**config.mk**
```make
export PLATFORM = sky130hd
export DESIGN_NAME = gray_decoder_scan_display
export DESIGN_NICKNAME = d
export VERILOG_FILES = /design/src/rtl/gray_decoder_scan_display.sv
export SDC_FILE = /design/constraint.sdc
export NUM_CORES = 1
export LEC_CHECK = 0
export CAP_MARGIN = 5
export CORE_MARGIN = 1.5
export CORE_UTILIZATION = 55
export CTS_CLUSTER_SIZE = 14
export DETAILED_ROUTE_END_ITERATION = 7
export PLACE_DENSITY = 0.76
export SLEW_MARGIN = 5
export SYNTH_ARGS = -nofsm -noshare
export SYNTH_HDL_FRONTEND = slang
export SYNTH_SLANG_ARGS = --single-unit
```
**constraint.sdc**
```tcl
create_clock -name clk -period 3.4 [get_ports clk]
set_clock_uncertainty 0.2 [all_clocks]
set_input_delay 0.51 -clock clk [delete_from_list [all_inputs] [get_ports clk]]
set_output_delay 0.51 -clock clk [all_outputs]
set_load 0.03 [all_outputs]
```
**src/rtl/gray_decoder_scan_display.sv**
```systemverilog
// Synchronised Gray-to-binary decode for LEDs, shift-add-3 BCD conversion, multiplexed 7-segment scan.
// Optional macro LEADING_ZERO_BLANK_EN blanks zero digits above digit 0 when all higher digits are zero.
module gray_decoder_scan_display #(
  parameter int WIDTH       = 4,
  parameter int NUM_DIGITS  = 2,
  parameter int REFRESH_DIV = 50000,
  parameter int SYNC_STAGES = 2
) (
  input  logic                  clk,
  input  logic                  rst_n,
  input  logic [WIDTH-1:0]      gray_in,
  output logic [WIDTH-1:0]      led,
  output logic [6:0]            seg,
  output logic [NUM_DIGITS-1:0] an,
  output logic                  overflow,
  output logic                  busy
);
  localparam int BCD_DIGITS = (WIDTH + 2) / 3;
  localparam int BCD_W      = 4 * BCD_DIGITS;
  localparam int SR_W       = BCD_W + WIDTH;
  localparam int STEP_W     = $clog2(WIDTH + 1);
  localparam int CNT_W      = $clog2(REFRESH_DIV);
  localparam int IDX_W      = (NUM_DIGITS > 1) ? $clog2(NUM_DIGITS) : 1;
  localparam logic [6:0] SEG_DASH  = 7'b0111111;
  localparam logic [6:0] SEG_BLANK = 7'h7F;

  typedef enum logic [1:0] {IDLE, CONVERT, LOAD} state_t;

  logic [WIDTH-1:0]      sync_q [SYNC_STAGES];
  logic [WIDTH-1:0]      bin_dec;
  logic [WIDTH-1:0]      bin_reg;
  logic [WIDTH-1:0]      last_conv;
  state_t                state_q, state_d;
  logic [SR_W-1:0]       sr_q, sr_d;
  logic [STEP_W-1:0]     step_q, step_d;
  logic [3:0]            digit_q [BCD_DIGITS];
  logic                  overflow_q, ovf_d;
  logic                  capture, load;
  logic [CNT_W-1:0]      refresh_q;
  logic [IDX_W-1:0]      idx_q;
  logic [3:0]            cur_digit;
  logic                  blank;
  logic [6:0]            seg_d;
  logic [NUM_DIGITS-1:0] an_d;

  function automatic logic [SR_W-1:0] bcd_step(input logic [SR_W-1:0] v);
    logic [SR_W-1:0] t;
    t = v;
    for (int d = 0; d < BCD_DIGITS; d++) begin
      if (t[WIDTH+4*d +: 4] >= 4'd5) t[WIDTH+4*d +: 4] = t[WIDTH+4*d +: 4] + 4'd3;
    end
    return t << 1;
  endfunction

  function automatic logic [6:0] seg_of(input logic [3:0] v);
    case (v)
      4'd0:    return 7'b1000000;
      4'd1:    return 7'b1111001;
      4'd2:    return 7'b0100100;
      4'd3:    return 7'b0110000;
      4'd4:    return 7'b0011001;
      4'd5:    return 7'b0010010;
      4'd6:    return 7'b0000010;
      4'd7:    return 7'b1111000;
      4'd8:    return 7'b0000000;
      4'd9:    return 7'b0010000;
      default: return SEG_BLANK;
    endcase
  endfunction

  always_ff @(posedge clk) begin
    if (!rst_n) begin
      for (int i = 0; i < SYNC_STAGES; i++) sync_q[i] <= '0;
      bin_reg <= '0;
    end else begin
      sync_q[0] <= gray_in;
      for (int i = 1; i < SYNC_STAGES; i++) sync_q[i] <= sync_q[i-1];
      bin_reg <= bin_dec;
    end
  end

  // Binary bit i is the XOR of all Gray bits at or above i.
  always_comb begin
    bin_dec = '0;
    for (int i = 0; i < WIDTH; i++) bin_dec[i] = ^(sync_q[SYNC_STAGES-1] >> i);
  end

  always_comb begin
    state_d = state_q;
    sr_d    = sr_q;
    step_d  = step_q;
    capture = 1'b0;
    load    = 1'b0;
    case (state_q)
      IDLE: begin
        if (bin_reg != last_conv) begin
          state_d = CONVERT;
          sr_d    = {{BCD_W{1'b0}}, bin_reg};
          step_d  = '0;
          capture = 1'b1;
        end
      end
      CONVERT: begin
        sr_d   = bcd_step(sr_q);
        step_d = step_q + STEP_W'(1);
        if (step_q == STEP_W'(WIDTH - 1)) state_d = LOAD;
      end
      LOAD: begin
        load    = 1'b1;
        state_d = IDLE;
      end
      default: state_d = IDLE;
    endcase
  end

  always_comb begin
    ovf_d = 1'b0;
    for (int d = 0; d < BCD_DIGITS; d++) begin
      if (d >= NUM_DIGITS && sr_q[WIDTH+4*d +: 4] != 4'd0) ovf_d = 1'b1;
    end
  end

  always_ff @(posedge clk) begin
    if (!rst_n) begin
      state_q    <= IDLE;
      sr_q       <= '0;
      step_q     <= '0;
      last_conv  <= '0;
      overflow_q <= 1'b0;
      for (int d = 0; d < BCD_DIGITS; d++) digit_q[d] <= '0;
    end else begin
      state_q <= state_d;
      sr_q    <= sr_d;
      step_q  <= step_d;
      if (capture) last_conv <= bin_reg;
      if (load) begin
        for (int d = 0; d < BCD_DIGITS; d++) digit_q[d] <= sr_q[WIDTH+4*d +: 4];
        overflow_q <= ovf_d;
      end
    end
  end

  always_ff @(posedge clk) begin
    if (!rst_n) begin
      refresh_q <= '0;
      idx_q     <= '0;
    end else if (refresh_q == CNT_W'(REFRESH_DIV - 1)) begin
      refresh_q <= '0;
      idx_q     <= (idx_q == IDX_W'(NUM_DIGITS - 1)) ? '0 : idx_q + IDX_W'(1);
    end else begin
      refresh_q <= refresh_q + CNT_W'(1);
    end
  end

  // Digits beyond the BCD range read as zero; overflow dashes win over blanking.
  always_comb begin
    cur_digit = '0;
    for (int d = 0; d < BCD_DIGITS; d++) begin
      if (int'(idx_q) == d) cur_digit = digit_q[d];
    end
`ifdef LEADING_ZERO_BLANK_EN
    blank = (idx_q != '0);
    for (int d = 0; d < BCD_DIGITS; d++) begin
      if (d >= int'(idx_q) && digit_q[d] != 4'd0) blank = 1'b0;
    end
`else
    blank = 1'b0;
`endif
    if (overflow_q)  seg_d = SEG_DASH;
    else if (blank)  seg_d = SEG_BLANK;
    else             seg_d = seg_of(cur_digit);
    an_d = ~(NUM_DIGITS'(1) << idx_q);
  end

  always_ff @(posedge clk) begin
    if (!rst_n) begin
      seg <= SEG_BLANK;
      an  <= '1;
    end else begin
      seg <= seg_d;
      an  <= an_d;
    end
  end

  assign led      = bin_reg;
  assign overflow = overflow_q;
  assign busy     = (state_q != IDLE);

endmodule
```
After elaboration in Yosys (flattened, before gate mapping)
Memory sizes are Yosys's and may differ from the RTL's. A register that Yosys moved wholly into a read port is not among the register bits.
Index checks and enable logic that the tools add are counted.
{"block": "word_totals", "ff_bits": 44, "output_inout_bits": 15, "mem_bits_rw": 16, "memories": 3, "word_cells": 66, "romBits": 112}
{"memory": "(name not given)", "depth": 16, "word_bits": 7, "rd": 1, "rd_clocked_by_memory_dff": 1, "wr": 0, "line": "56", "source": "case (v)"}
{"memory": "digit_q", "depth": 2, "word_bits": 4, "rd": 2, "rd_clocked_by_memory_dff": 0, "wr": 2, "line": "36", "source": "logic [3:0] digit_q [BCD_DIGITS];"}
{"memory": "sync_q", "depth": 2, "word_bits": 4, "rd": 2, "rd_clocked_by_memory_dff": 0, "wr": 2, "line": "29", "source": "logic [WIDTH-1:0] sync_q [SYNC_STAGES];"}
{"block": "classes", "n_lt_le_gt_ge": 2, "n_bitwise": 6, "n_mux": 23, "n_reduce_logical": 11, "add_sub_neg": 5, "shifts": 1, "eq_ne": 7}
{"cell": "4-bit 2-to-1 mux", "n": 6}
{"cell": "12-bit one-hot mux with 2 select lines", "n": 1}
{"cell": "16-bit by 1-bit adder with 16-bit output, second input constant", "n": 1}
{"cell": "16-bit equality test, second input constant", "n": 1}
{"cell": "4-bit XOR reduction", "n": 4}
{"cell": "12-bit 2-to-1 mux", "n": 1}
{"cell": "1-bit 2-to-1 mux", "n": 9}
{"cell": "4-bit by 3-bit greater-or-equal comparator with 1-bit output, second input constant", "n": 2}
{"cell": "3-bit 2-to-1 mux", "n": 2}
{"cell": "3-bit one-hot mux with 2 select lines", "n": 1}
{"cell": "4-bit by 2-bit adder with 4-bit output, second input constant", "n": 1}
{"cell": "2-bit 2-to-1 mux", "n": 2}
{"cell": "2-bit inequality test, second input constant", "n": 2}
{"cell": "4-bit inequality test", "n": 1}
{"cell": "1-bit bitwise OR", "n": 4}
{"cell": "2-bit one-hot mux with 2 select lines", "n": 1}
{"cell": "2-bit AND reduction", "n": 2}
{"cell": "2-bit nonzero test", "n": 2}
{"cell": "3-bit by 1-bit adder with 3-bit output, second input constant", "n": 1}
{"cell": "3-bit by 2-bit adder with 3-bit output, second input constant", "n": 1}
{"cell": "3-bit by 2-bit equality test with 1-bit output, second input constant", "n": 1}
{"cell": "2-bit by 1-bit equality test with 1-bit output, second input constant", "n": 1}
{"cell": "2-bit equality test, second input constant", "n": 1}
{"cell": "2-bit zero test", "n": 1}
{"cell": "6 further kinds", "n": 6}

Depth between registers and ports, before layout
{"block": "logic_depth", "ltp_word": 6, "mapped_depth": 8, "mapped_depth_nobuf": 7}

Least setup slack after synthesis
OpenSTA, ideal clock, no wires.
{"block": "synth_path", "path_kind": "flip-flop to flip-flop", "startpoint": "reg state_q[1]", "endpoint": "mem digit_q[0][0] (enable)", "path_slack_ps": 1600, "arrival_ps": 1216, "stages_incl_launch_ff": 3, "setup_ps": 384, "cell_sequence": "dfxtp_1 inv_1 o21ai_0"}
{"element": "start: declaration", "line": "33", "source": "state_t state_q, state_d;"}
{"element": "start signal: assignment", "line": "132", "source": "state_q <= state_d;"}
{"element": "end: declaration", "line": "36"}

Final worst setup path
{"block": "layout_path", "startpoint": "reg state_q[0]", "endpoint": "out busy"}
{"block": "layout_via", "elab_chain_len": 1}
{"element": "2-bit nonzero test", "line": "187", "source": "assign busy = (state_q != IDLE);"}
{"element": "end: declaration", "line": "16", "source": "output logic busy"}
Every way passes these cells.

==> metrics.md <==
| Metric | Value |
|---|---|
| Relative slew slack | 0.293 |
| Initial Utilization | 0.586 |
| Worst slew pin tran | 1.05 ns |
| Area leader, netlist | dfxtp_1 |
| Distinct cells, synth | 35 |
| Post-synthesis sequential area ratio | 0.500 |
| Final #Nets | 342 |
| Worst slack, placed | 1.22 ns |
| Hold Path Class | reg2reg |
| Via count | 2,038 |
| Area contributors post-synth | dfxtp_1, edfxtp_1, ha_1 |
| Initial antenna violation count | 0 |
| Total grt overflow | 0 |
| Die H | 74.9 um |
| Leak pwr | 1.23 nW |
| Synthesis-to-finish area growth | 15.3% |
| Outcome | completed |
| Routability-driven placement congestion ratio | 0.857 |
| R2R Setup Slk | 1.29 ns |
| TritonCTS clock tree | done |
| Final WL | 4.84 mm |
| Longest Clk Path Bufs | 2 |
| PD cells | 524 nW/um2 |
| Post-synth EDFFs | 8 |
| Clk_lat worst skew | 0.35 ns |
| Fmax | 405 MHz |
| Non-Filler Instances | 396 |
| Crit-path max FO | 9 |
| CTS Hold Bufs | 0 |
| Remaining antenna violation count | 0 |
| Max layer used | met4 |
| First-pass GRT wire length | 8.02 mm |
| Period minus WS final | 2.47 ns |
| Syn_area_per_cell | 9.38 um2 |
| CTS buffer count | 9 |
| Yosys warns | 0 |
| Wirelength per Cell | 12.2 um |
| DP HPWL | 3.34 mm |
| Number of cell rows | 25 |
| Predominant post-synthesis flop cell | dfxtp_1 |
| Clock-pin slew on the worst setup and hold paths | 0.07 ns |
| Filler cell count | 385 |
| Sink Count | 67 |
| Share of layout cells above drive strength 1 | 0.0729 |
| Met3 routed WL | 240 um |
| Max_cap viols | 0 |
| CP endpoint kind | primary output |
| Worst setup path startpoint | state_q[0] |
| Final setup fails | 0 |
| Hold Vio Cnt, Final | 0 |
| Worst Setup Start Kind | register |
| Setup Fix Bufs, Post-CTS | 0 |
| Arrival time worst endpoint | 1.76 ns |
| Width of the die | 74.9 um |
| I/O pins | 21 |
| CTS Root Cell | clkbuf_8 |
| Pre-antenna DRT Iters | 5 |
| Syn_nets | 321 |
| Dpl cells | 380 |
| Drc violations | 0 |
| Placeable Area | 4850 um2 |
| Worst r2r path cells | 5 |
| # diodes | 0 |
| Crit path kind | reg2out |
| Netlist area before placement | 2840 um2 |
| RSZ-0062 raised after global routing | false |
| Vias in the first global route | 1,793 |
| Tot GR Track Use | 0.193 |
| Reg2reg end | seg[2] |
| Wire length on met2 | 2.26 mm |
| Yosys reg bits | 67 |
| CTS resizes | 0 |
| Wl on met1 | 2.28 mm |
| VDD IR max | 0.000364 V |
| Vias per cell | 5.15 |
| Worst Setup EP | busy |
| Reg2reg start | idx_q |
| Largest net degree at the start of global routing | 30 |
| WP data required | 2.69 ns |
| Initial DRC count | 129 |
| Die area | 5610 um2 |
| # port buffers | 19 |
| Final period util | 0.727 |
| Post-synth ARST share | 0 |
| Setup WS post-layout | 0.929 ns |
| Synth top area share | 0.416 |
| Final slew viol count | 0 |
| Setup TNS | 0 ns |
| Mapped Cells | 303 |
| CTS H-Tree Depth | 3 |
-- per-stage QoR --
step / util / total power [W] / area (um2) / hold WS (ns)
global placement: 0.633 / 0.00105 / 3070 / 0.217
finish: 0.676 / 0.00172 / 3280 / 0.233
detailed placement: 0.633 / 0.00105 / 3070 / 0.220
CTS: 0.676 / 0.00173 / 3280 / 0.239
global route: 0.676 / 0.00179 / 3280 / 0.246
floorplan: - / 0.00101 / 2840 / 0.212
-- final cells by class --
type | instances | area, um2 | share of cell area
clock buffer | 14 | 173 | 0.0527
tap | 67 | 83.8 | 0.0256
multi-input combinational | 213 | 1310 | 0.400
clock inverter | 2 | 35.0 | 0.0107
timing repair buffer | 21 | 205 | 0.0626
inverter | 12 | 47.5 | 0.0145
sequential | 67 | 1420 | 0.434
-- worst min path at each step --
stage	slack [ns]	end	startpoint	cells past startpoint
6_report	0.23	sync_q[0][7]	sync_q[0][3]	1
5_1_grt	0.25	sync_q[0][5]	sync_q[0][1]	1
4_1_cts	0.24	sync_q[0][7]	sync_q[0][3]	1
3_5_place_dp	0.22	sync_q[0][5]	sync_q[0][1]	1
3_3_place_gp	0.22	sync_q[0][7]	sync_q[0][3]	1
2_1_floorplan	0.21	sync_q[0][4]	sync_q[0][0]	1
-- placed cells by master, fill, tap and decap left out --
master,synthesis,final
a21oi_1,21,21
a22oi_1,3,3
a32o_1,2,2
a41oi_4,1,1
and2_1,15,15
and2b_1,1,1
and3_1,4,4
buf_4,1,2
bufinv_16,0,1
clkbuf_1,6,2
clkbuf_8,0,12
clkdlybuf4s50_1,0,19
clkinv_2,0,1
conb_1,1,1
dfxtp_1,59,59
edfxtp_1,8,8
ha_1,12,12
inv_1,11,11
inv_4,1,1
mux2_2,2,2
mux2i_1,5,5
nand2_1,31,31
nand2b_1,4,4
nand3_1,12,12
nand4_1,2,2
nor2_1,38,38
nor2_2,1,1
nor2_8,1,1
nor3_1,10,10
nor4_1,4,4
nor4_2,1,1
nor4b_1,1,1
o21ai_0,14,14
o31ai_1,1,1
or2_2,1,1
xnor2_1,17,17
xor2_1,8,8
-- per-layer routing --
layer  up-vias  track usage
li1       1053            -
met1       927        0.244
met2        48        0.298
met3        10       0.0763
met4         0       0.0747
met5         -            0
-- worst max-delay path, stage by stage (launching register included) --
cell and delay [ns]:
dfxtp_1 0.58, nor2_8 0.06, inv_4 0.10, clkdlybuf4s50_1 0.67
-- report_power, final --
| group | leakage, nW | switching (W) | total, W | internal (W) |
|---|---|---|---|---|
| registers | 0.564 | 0.0000238 | 0.000854 | 0.000830 |
| logic | 0.554 | 0.000115 | 0.000181 | 0.0000657 |
| clock network | 0.107 | 0.000285 | 0.000683 | 0.000398 |
| total | 1.23 | 0.000424 | 0.00172 | 0.00129 |
-- cell families after synthesis --
logic type,synth area share
simple gates,0.215
mux,0.0255
buf+inv,0.0388
other cells,0.00132
compound gates,0.0890
flops,0.500
fa+ha+maj,0.0528
xor+xnor,0.0771
-- synthesized netlist by cell type, drive strengths merged (6+ instances only) --
cell     n
clkbuf   6
inv     12
nand2   31
dfxtp   59
nor3    10
a21oi   21
ha      12
xor2     8
edfxtp   8
and2    15
nor2    40
nand3   12
o21ai   14
xnor2   17
-- state kept, by name, summed over array words and instances (netlist names) --
| register | flops |
|---|---|
| idx_q | 1 |
| state_q | 2 |
| seg | 7 |
| last_conv | 4 |
| led | 4 |
| sync_q | 8 |
| digit_q | 8 |
| an | 2 |
| sr_q | 12 |
| step_q | 3 |
| refresh_q | 16 |
(Power assumes the default switching activity.)
